$ cat src/rtl/pc_predict_unit.sv
// Front-end PC control: BTB predictor (IF), next-PC resolve (EX), ALU operand select (ID).
// Latency: npc_predict/npc/oprl/oprr are combinational; BTB learning visible one cycle after the update edge.
// Backpressure: none; the pipeline drives one IF/EX/ID slot per cycle and pc_ex==0 marks an EX bubble.
//
// Ports:
//   clk, nrst                          clock, synchronous active-low reset
//   pc_if -> npc_predict               IF-stage prediction
//   pc_ex, npc_ex_actual,
//   is_taken_actual                    EX-stage BTB training
//   alucode, npc_default, npc_branch,
//   npc_jalr, br_taken -> npc          EX-stage next-PC resolve
//   aluop1_type, aluop2_type, pc_id,
//   regdata1, regdata2, imm -> oprl/oprr  ID-stage operand select
module pc_predict_unit #(
    parameter int         BTB_IDX_BITS = 6,
    parameter logic [5:0] ALU_JAL      = 6'd46,
    parameter logic [5:0] ALU_JALR     = 6'd47
) (
    input  logic        clk,
    input  logic        nrst,
    input  logic [15:0] pc_if,
    output logic [31:0] npc_predict,
    input  logic [15:0] pc_ex,
    input  logic [15:0] npc_ex_actual,
    input  logic        is_taken_actual,
    input  logic [5:0]  alucode,
    input  logic [31:0] npc_default,
    input  logic [31:0] npc_branch,
    input  logic [31:0] npc_jalr,
    input  logic        br_taken,
    output logic [31:0] npc,
    input  logic [1:0]  aluop1_type,
    input  logic [1:0]  aluop2_type,
    input  logic [31:0] pc_id,
    input  logic [31:0] regdata1,
    input  logic [31:0] regdata2,
    input  logic [31:0] imm,
    output logic [31:0] oprl,
    output logic [31:0] oprr
);

    localparam int ENTRIES = 1 << BTB_IDX_BITS;
    localparam int TAG_W   = 16 - BTB_IDX_BITS - 2;

    localparam logic [1:0] OP_NONE = 2'd0;
    localparam logic [1:0] OP_REG  = 2'd1;
    localparam logic [1:0] OP_IMM  = 2'd2;
    localparam logic [1:0] OP_PC   = 2'd3;

    // ---------------- operand switcher ----------------
    always_comb begin
        oprl = 32'h0;
        case (aluop1_type)
            OP_NONE: oprl = 32'h0;
            OP_REG:  oprl = regdata1;
            OP_IMM:  oprl = imm;
            OP_PC:   oprl = pc_id;
            default: oprl = 32'h0;
        endcase
    end

    always_comb begin
        oprr = 32'h0;
        case (aluop2_type)
            OP_NONE: oprr = 32'h0;
            OP_REG:  oprr = regdata2;
            OP_IMM:  oprr = imm;
            OP_PC:   oprr = pc_id;
            default: oprr = 32'h0;
        endcase
    end

    // ---------------- next-PC generator ----------------
    // JALR target must be halfword-aligned, so bit 0 is forced low.
    always_comb begin
        npc = npc_default;
        if (alucode == ALU_JALR) begin
            npc = npc_jalr & ~32'h1;
        end else if ((alucode == ALU_JAL) || br_taken) begin
            npc = npc_branch;
        end
    end

    // ---------------- branch target buffer ----------------
    logic             btb_valid  [ENTRIES];
    logic [TAG_W-1:0] btb_tag    [ENTRIES];
    logic [15:0]      btb_target [ENTRIES];
    logic [1:0]       btb_cnt    [ENTRIES];

    logic [BTB_IDX_BITS-1:0] idx_if;
    logic [TAG_W-1:0]        tag_if;
    logic [15:0]             pc_if_inc;
    logic                    pred_hit;

    assign idx_if    = pc_if[BTB_IDX_BITS+1:2];
    assign tag_if    = pc_if[15:BTB_IDX_BITS+2];
    assign pc_if_inc = pc_if + 16'd4;

    // Only weakly/strongly taken entries redirect fetch (cnt >= 2 is cnt[1]).
    assign pred_hit    = btb_valid[idx_if] && (btb_tag[idx_if] == tag_if) && btb_cnt[idx_if][1];
    assign npc_predict = pred_hit ? {16'h0, btb_target[idx_if]} : {16'h0, pc_if_inc};

    logic [BTB_IDX_BITS-1:0] idx_ex;
    logic [TAG_W-1:0]        tag_ex;
    logic [15:0]             pc_ex_inc;
    logic                    ex_hit;
    logic                    taken_eff;

    assign idx_ex    = pc_ex[BTB_IDX_BITS+1:2];
    assign tag_ex    = pc_ex[15:BTB_IDX_BITS+2];
    assign pc_ex_inc = pc_ex + 16'd4;
    assign ex_hit    = btb_valid[idx_ex] && (btb_tag[idx_ex] == tag_ex);
    // Any redirect away from the fall-through (jumps included) trains as taken.
    assign taken_eff = is_taken_actual || (npc_ex_actual != pc_ex_inc);

    always_ff @(posedge clk) begin
        if (!nrst) begin
            for (int i = 0; i < ENTRIES; i++) begin
                btb_valid[i]  <= 1'b0;
                btb_tag[i]    <= '0;
                btb_target[i] <= 16'h0;
                btb_cnt[i]    <= 2'd1;
            end
        end else if (pc_ex != 16'h0) begin
            if (ex_hit) begin
                if (taken_eff) begin
                    if (btb_cnt[idx_ex] != 2'd3) btb_cnt[idx_ex] <= btb_cnt[idx_ex] + 2'd1;
                    btb_target[idx_ex] <= npc_ex_actual;
                end else if (btb_cnt[idx_ex] != 2'd0) begin
                    btb_cnt[idx_ex] <= btb_cnt[idx_ex] - 2'd1;
                end
            end else if (taken_eff) begin
                btb_valid[idx_ex]  <= 1'b1;
                btb_tag[idx_ex]    <= tag_ex;
                btb_target[idx_ex] <= npc_ex_actual;
                btb_cnt[idx_ex]    <= 2'd2;
            end
        end
    end

endmodule

$ cat config.mk
export PLATFORM = sky130hd
export DESIGN_NAME = pc_predict_unit
export DESIGN_NICKNAME = d
export VERILOG_FILES = /design/src/rtl/pc_predict_unit.sv
export SDC_FILE = /design/constraint.sdc
export NUM_CORES = 2
export LEC_CHECK = 0
export BUFFER_PORTS_ARGS = -buffer_cell sky130_fd_sc_hd__buf_2
export CORE_MARGIN = 1
export CORE_UTILIZATION = 40
export DETAILED_ROUTE_END_ITERATION = 8
export GPL_TIMING_DRIVEN = 0
export PLACE_DENSITY_LB_ADDON = 0.3
export REMOVE_ABC_BUFFERS = 1
export SLEW_MARGIN = 20
export SYNTH_ARGS = -nofsm -noshare
export SYNTH_HDL_FRONTEND = slang
export SYNTH_SLANG_ARGS = --single-unit
$ cat constraint.sdc
create_clock -name clk -period 5 [get_ports clk]
set_input_delay 0.75 -clock clk [delete_from_list [all_inputs] [get_ports clk]]
set_output_delay 0.75 -clock clk [all_outputs]
set_load 0.01 [all_outputs]
==> flow_summary.html <==
<table>
<tr><th>Metric</th><th>Value</th></tr>
<tr><th colspan="2">Synth</th></tr>
<tr><td>Mapped Area</td><td>86,850 um^2</td></tr>
<tr><td>Synth Instances</td><td>6,217</td></tr>
<tr><td>Number of register bits inferred by synthesis</td><td>about 1,700</td></tr>
<tr><td>Adder and majority cell fraction of the synthesized area</td><td>less than 1%</td></tr>
<tr><td>Largest cells by area after synthesis</td><td>sky130_fd_sc_hd__edfxtp_1, sky130_fd_sc_hd__mux4_2, sky130_fd_sc_hd__and2_1, sky130_fd_sc_hd__nor2_1, sky130_fd_sc_hd__clkbuf_1</td></tr>
<tr><td>Number of enable-type register cells in the synthesized netlist</td><td>1,664</td></tr>
<tr><td>Portion of the post-synthesis area used by sequential elements</td><td>between 50 and 60%</td></tr>
<tr><td>Portion of netlist area occupied by mux cells</td><td>between 10% and 20%</td></tr>
<tr><td>Fraction of synthesized cell area taken by the top area cell type</td><td>about 58%</td></tr>
<tr><td>Most common flop cell mapped by yosys</td><td>sky130_fd_sc_hd__edfxtp_1</td></tr>
<tr><td>Dominant combinational cell family by area after synthesis</td><td>multiplexers</td></tr>
<tr><td>Area fraction in and, or, nand and nor cells after synthesis</td><td>a little over an eighth</td></tr>
<tr><td>Total of warnings raised by yosys</td><td>0</td></tr>
<tr><td>Post-synthesis compound-gate area fraction</td><td>roughly 5.7%</td></tr>
<tr><td>Library cell occupying the most area in the post-synthesis netlist</td><td>sky130_fd_sc_hd__edfxtp_1</td></tr>
<tr><td>Mean area per synthesized cell</td><td>13.97 um^2</td></tr>
<tr><td>Fraction of synthesis flops using an asynchronous set or reset pin</td><td>0%</td></tr>
<tr><td>Post-Synth XOR/XNOR Area</td><td>less than 1%</td></tr>
<tr><td>Number of distinct library cells after synthesis</td><td>80</td></tr>
<tr><th colspan="2">Finish</th></tr>
<tr><td>Finished Core Util</td><td>between 40% and 50%</td></tr>
<tr><td>Area growth from synthesis to final layout</td><td>16.62%</td></tr>
<tr><td>Fraction of final layout cells with drive strength greater than 1</td><td>approximately 29%</td></tr>
<tr><td>Most frequent cells in the layout</td><td>sky130_fd_sc_hd__edfxtp_1, sky130_fd_sc_hd__and2_1, sky130_fd_sc_hd__mux4_2</td></tr>
<tr><td>Leading cell type in the layout, fill and taps excluded</td><td>sky130_fd_sc_hd__edfxtp_1</td></tr>
<tr><td>Layout Cells excl Fill</td><td>9,447</td></tr>
<tr><td>Area of all placed cells without fillers</td><td>~100,000 um^2</td></tr>
<tr><td>Total number of nets in the final design</td><td>between 6,000 and 7,000</td></tr>
<tr><th colspan="2">Timing</th></tr>
<tr><td>Least-Margin Pin Slew</td><td>approximately 1.2 ns</td></tr>
<tr><td>Final setup violation count</td><td>26</td></tr>
<tr><td>Worst clock skew</td><td>0.08354 ns</td></tr>
<tr><td>Final number of max-transition violations</td><td>0</td></tr>
<tr><td>Count of final hold-check violations</td><td>0</td></tr>
<tr><td>Max Clock Freq</td><td>around 0.19 GHz</td></tr>
<tr><td>Slew headroom</td><td>22.05%</td></tr>
<tr><td>Setup slack after layout</td><td>-0.1392 ns</td></tr>
<tr><td>Period utilisation layout</td><td>102.8%</td></tr>
<tr><td>Final critical delay including setup and external delays</td><td>around 5 ns</td></tr>
<tr><td>Worst hold margin</td><td>0.3112 ns</td></tr>
<tr><th colspan="2">Routing</th></tr>
<tr><td>Length of routed wiring on met1</td><td>109,900 um</td></tr>
<tr><td>Via-per-instance ratio</td><td>about 6.2</td></tr>
<tr><td>Detailed-routed wire length on met2</td><td>approximately 140,000 um</td></tr>
<tr><td>DRT iter0 DRCs</td><td>8,418</td></tr>
<tr><td>Highest routed metal layer</td><td>met5</td></tr>
<tr><td>DRC</td><td>0</td></tr>
<tr><td>Sum of met3 wire segment lengths after detailed routing</td><td>32,470 um</td></tr>
<tr><td>Drt wl/cell</td><td>between 30 and 40 um</td></tr>
<tr><td>First-pass iteration count of the detailed router</td><td>8</td></tr>
<tr><td>Antenna viol nets, final</td><td>0</td></tr>
<tr><td>Count of vias placed by the detailed router</td><td>a little under 60,000</td></tr>
<tr><td>Routed wire length</td><td>around 300,000 um</td></tr>
<tr><th colspan="2">Clock tree</th></tr>
<tr><td>Clock transition at path regs</td><td>0.06 ns</td></tr>
<tr><td>Maximum count of clock buffers along a single path</td><td>3</td></tr>
<tr><td>Clock tree from TritonCTS</td><td>done</td></tr>
<tr><td>Worst skew pair latency</td><td>about 0.91 ns</td></tr>
<tr><td>Clk root buf</td><td>sky130_fd_sc_hd__clkbuf_16</td></tr>
<tr><td>TritonCTS Buffers</td><td>about 190</td></tr>
<tr><td>Clk sinks</td><td>roughly 1,700</td></tr>
<tr><td>Clock H-tree levels</td><td>4</td></tr>
<tr><th colspan="2">Place</th></tr>
<tr><td>Final HPWL from detailed placement</td><td>a little under 200,000 um</td></tr>
<tr><td>Port Buffer Count</td><td>approximately 400</td></tr>
<tr><td>Cell Count Post-Placement</td><td>9,040</td></tr>
<tr><td>Total cell area at the placement stage</td><td>around 94,000 um^2</td></tr>
<tr><td>Routability congestion estimate</td><td>slightly above 0.9</td></tr>
<tr><th colspan="2">GRT</th></tr>
<tr><td>Largest net degree at the start of global routing</td><td>83</td></tr>
<tr><td>First-pass GRT wire length</td><td>418,000 um</td></tr>
<tr><td>Aggregate global routing overflow</td><td>0</td></tr>
<tr><td>Via count of the first global-routing pass</td><td>about 57,000</td></tr>
<tr><td>Tot GR Track Use</td><td>about 27%</td></tr>
<tr><td>Number of antenna violations at the first check in global routing</td><td>25</td></tr>
<tr><th colspan="2">Setup path</th></tr>
<tr><td>Worst R2R End</td><td>btb_cnt[44][1]$_SDFFCE_PN0P_</td></tr>
<tr><td>Type of the worst setup path</td><td>in2out</td></tr>
<tr><td>Ordered list of cells on the worst path</td><td>buf_4, nand2_1, a21oi_4, a211oi_2, a31oi_2, a2111oi_4, buf_6, xor2_1, nor4_2, nand3_2, buf_12, mux2_2, buf_2</td></tr>
<tr><td>CP Launch Type</td><td>primary input</td></tr>
<tr><td>Arrival time of data at the critical path endpoint</td><td>around 4.4 ns</td></tr>
<tr><td>Max stage delay on crit path</td><td>between 0.7 and 0.8 ns</td></tr>
<tr><td>Standard cell with the maximum stage delay on the critical path</td><td>sky130_fd_sc_hd__nand2_1</td></tr>
<tr><td>CP endpoint kind</td><td>output pin</td></tr>
<tr><td>Reg2reg setup slack</td><td>~0.36 ns</td></tr>
<tr><td>Worst R2R Path Depth</td><td>12</td></tr>
<tr><td>Highest fanout seen on the critical path</td><td>~40</td></tr>
<tr><td>Last element of the critical path</td><td>npc_predict[6]</td></tr>
<tr><td>Critical register-to-register path startpoint</td><td>btb_tag[47][1]$_SDFFCE_PN0P_</td></tr>
<tr><td>CP Launch Point</td><td>pc_if[6]</td></tr>
<tr><td>CP Data Required Time</td><td>4.25 ns</td></tr>
<tr><th colspan="2">Floorplan</th></tr>
<tr><td>Core box area</td><td>between 200,000 and 250,000 um^2</td></tr>
<tr><td>Vert. Die Dim</td><td>around 470 um</td></tr>
<tr><td>Area enclosed by the die boundary</td><td>219,000 um^2</td></tr>
<tr><td>Initial core utilization</td><td>40.35%</td></tr>
<tr><td>Total number of placement rows</td><td>170</td></tr>
<tr><td>Number of primary I/O pins</td><td>414</td></tr>
<tr><td>Die Width</td><td>about 470 um</td></tr>
<tr><th colspan="2">Power</th></tr>
<tr><td>Power density over cell area</td><td>about 350 nW/um^2</td></tr>
<tr><td>Leakage Power</td><td>around 0.034 uW</td></tr>
<tr><td>Peak ir drop on the vdd network</td><td>around 0.40 mV</td></tr>
<tr><th colspan="2">Run status</th></tr>
<tr><td>Result of the run</td><td>complete, but fails checks</td></tr>
<tr><td>Violated checks</td><td>setup timing</td></tr>
<tr><th colspan="2">Job</th></tr>
<tr><td># Max-Cap Violations</td><td>0</td></tr>
<tr><th colspan="2">Min path</th></tr>
<tr><td>Min-Delay Path Class</td><td>in2reg</td></tr>
</table>
==> per-layer routing <==
layer	vias to the layer above	global-route usage, %
met3	663	5.884
met1	29860	34.35
met4	12	12.70
met5	-	0
met2	3775	43.21
li1	24050	-
==> flip-flops by register name (all words and copies together) (netlist names) <==
signal and count:
btb_cnt 128, btb_valid 64, btb_tag 512, btb_target 1024
==> Yosys cell counts, drive strengths merged (4+ instances only) <==
| master | instances |
|---|---|
| nor4 | 15 |
| a21oi | 29 |
| and3 | 46 |
| nand2 | 309 |
| mux2 | 128 |
| clkbuf | 453 |
| mux4 | 556 |
| a22oi | 76 |
| nor3b | 7 |
| nand4 | 67 |
| o22a | 4 |
| inv | 10 |
| o21ai | 287 |
| nor3 | 80 |
| o21a | 5 |
| a221oi | 37 |
| a222oi | 4 |
| xor2 | 13 |
| xnor2 | 36 |
| nand3 | 85 |
| dfxtp | 64 |
| a211oi | 10 |
| edfxtp | 1664 |
| mux2i | 165 |
| and3b | 7 |
| o2bb2ai | 6 |
| and2 | 1006 |
| o211ai | 16 |
| o31ai | 10 |
| o41ai | 54 |
| a221o | 7 |
| buf | 184 |
| nor2b | 13 |
| o22ai | 16 |
| a32oi | 5 |
| a31oi | 11 |
| a22o | 79 |
| nand2b | 14 |
| nor2 | 599 |
==> area by class of cell <==
cell class	instances	area, um^2
Multi-Input combinational cell	3859	34000
Inverter	11	58.81
Clock buffer	243	4971
Clock inverter	101	1095
Fill cell	18440	114000
Tap cell	2838	3551
Sequential cell	1728	51250
Antenna cell	13	32.53
Timing Repair Buffer	654	6326
==> how the worst min path moves through the flow <==
stage | startpoint | end | slack (ns) | depth (start not counted)
floorplan | btb_valid[37]$_DFF_P_ | btb_valid[37]$_DFF_P_ | 0.44 | 2
global placement | btb_valid[27]$_DFF_P_ | btb_valid[27]$_DFF_P_ | 0.46 | 2
detailed placement | btb_valid[13]$_DFF_P_ | btb_valid[13]$_DFF_P_ | 0.47 | 2
CTS | nrst | btb_cnt[30][1]$_SDFFCE_PN0P_ | 0.27 | 2
global route | nrst | btb_cnt[30][1]$_SDFFCE_PN0P_ | 0.27 | 2
finish | nrst | btb_cnt[30][1]$_SDFFCE_PN0P_ | 0.31 | 2
==> worst max-delay path: cells and delay by family <==
family | cells | cell delay, ns
buffers and inverters | 4 | 1.05
multiplexers | 1 | 0.29
AND/OR/NAND/NOR | 3 | 1.21
XOR/XNOR | 1 | 0.15
AO/OA/AOI/OAI | 4 | 0.83
==> per-stage QoR <==
stage | setup TNS (ns) | worst slack (ns) | power (uW)
after floorplan | -8629.10 | -3.595 | 18880
after global placement | - | -18.02 | 21180
after detailed placement | -2347.88 | -1.726 | 21130
after CTS | -0.03386 | -0.01094 | 34910
after global routing | -0.05462 | -0.02035 | 35730
final | -2.020 | -0.1392 | 34980
==> cell families (layout without fill, tap and decap cells) <==
kind of cell    Yosys count  after routing
xor+xnor                 49             49
mux                     849            849
fa+ha+maj                 3              3
simple gates           2261           2261
compound gates          678            681
buf+inv                 648           1009
flops                  1728           1728
other cells               1             29
==> timing repair <==
action	CTS	global route
pin swaps	8	9
endpoints found under the setup margin	801	699
gates resized for setup	41	24
hold endpoints to repair	0	0
hold buffers	0	0
buffers inserted	6	16
cloned	21	7
==> where the power goes <==
group	internal, uW	leakage [uW]	total (uW)	switching (uW)
clock	7830	0.00294	13900	6060
combinational	1660	0.0151	4220	2560
sequential	16600	0.0164	16900	272
total	26100	0.0344	35000	8890
No activity file was read; power rests on OpenSTA's default activity.
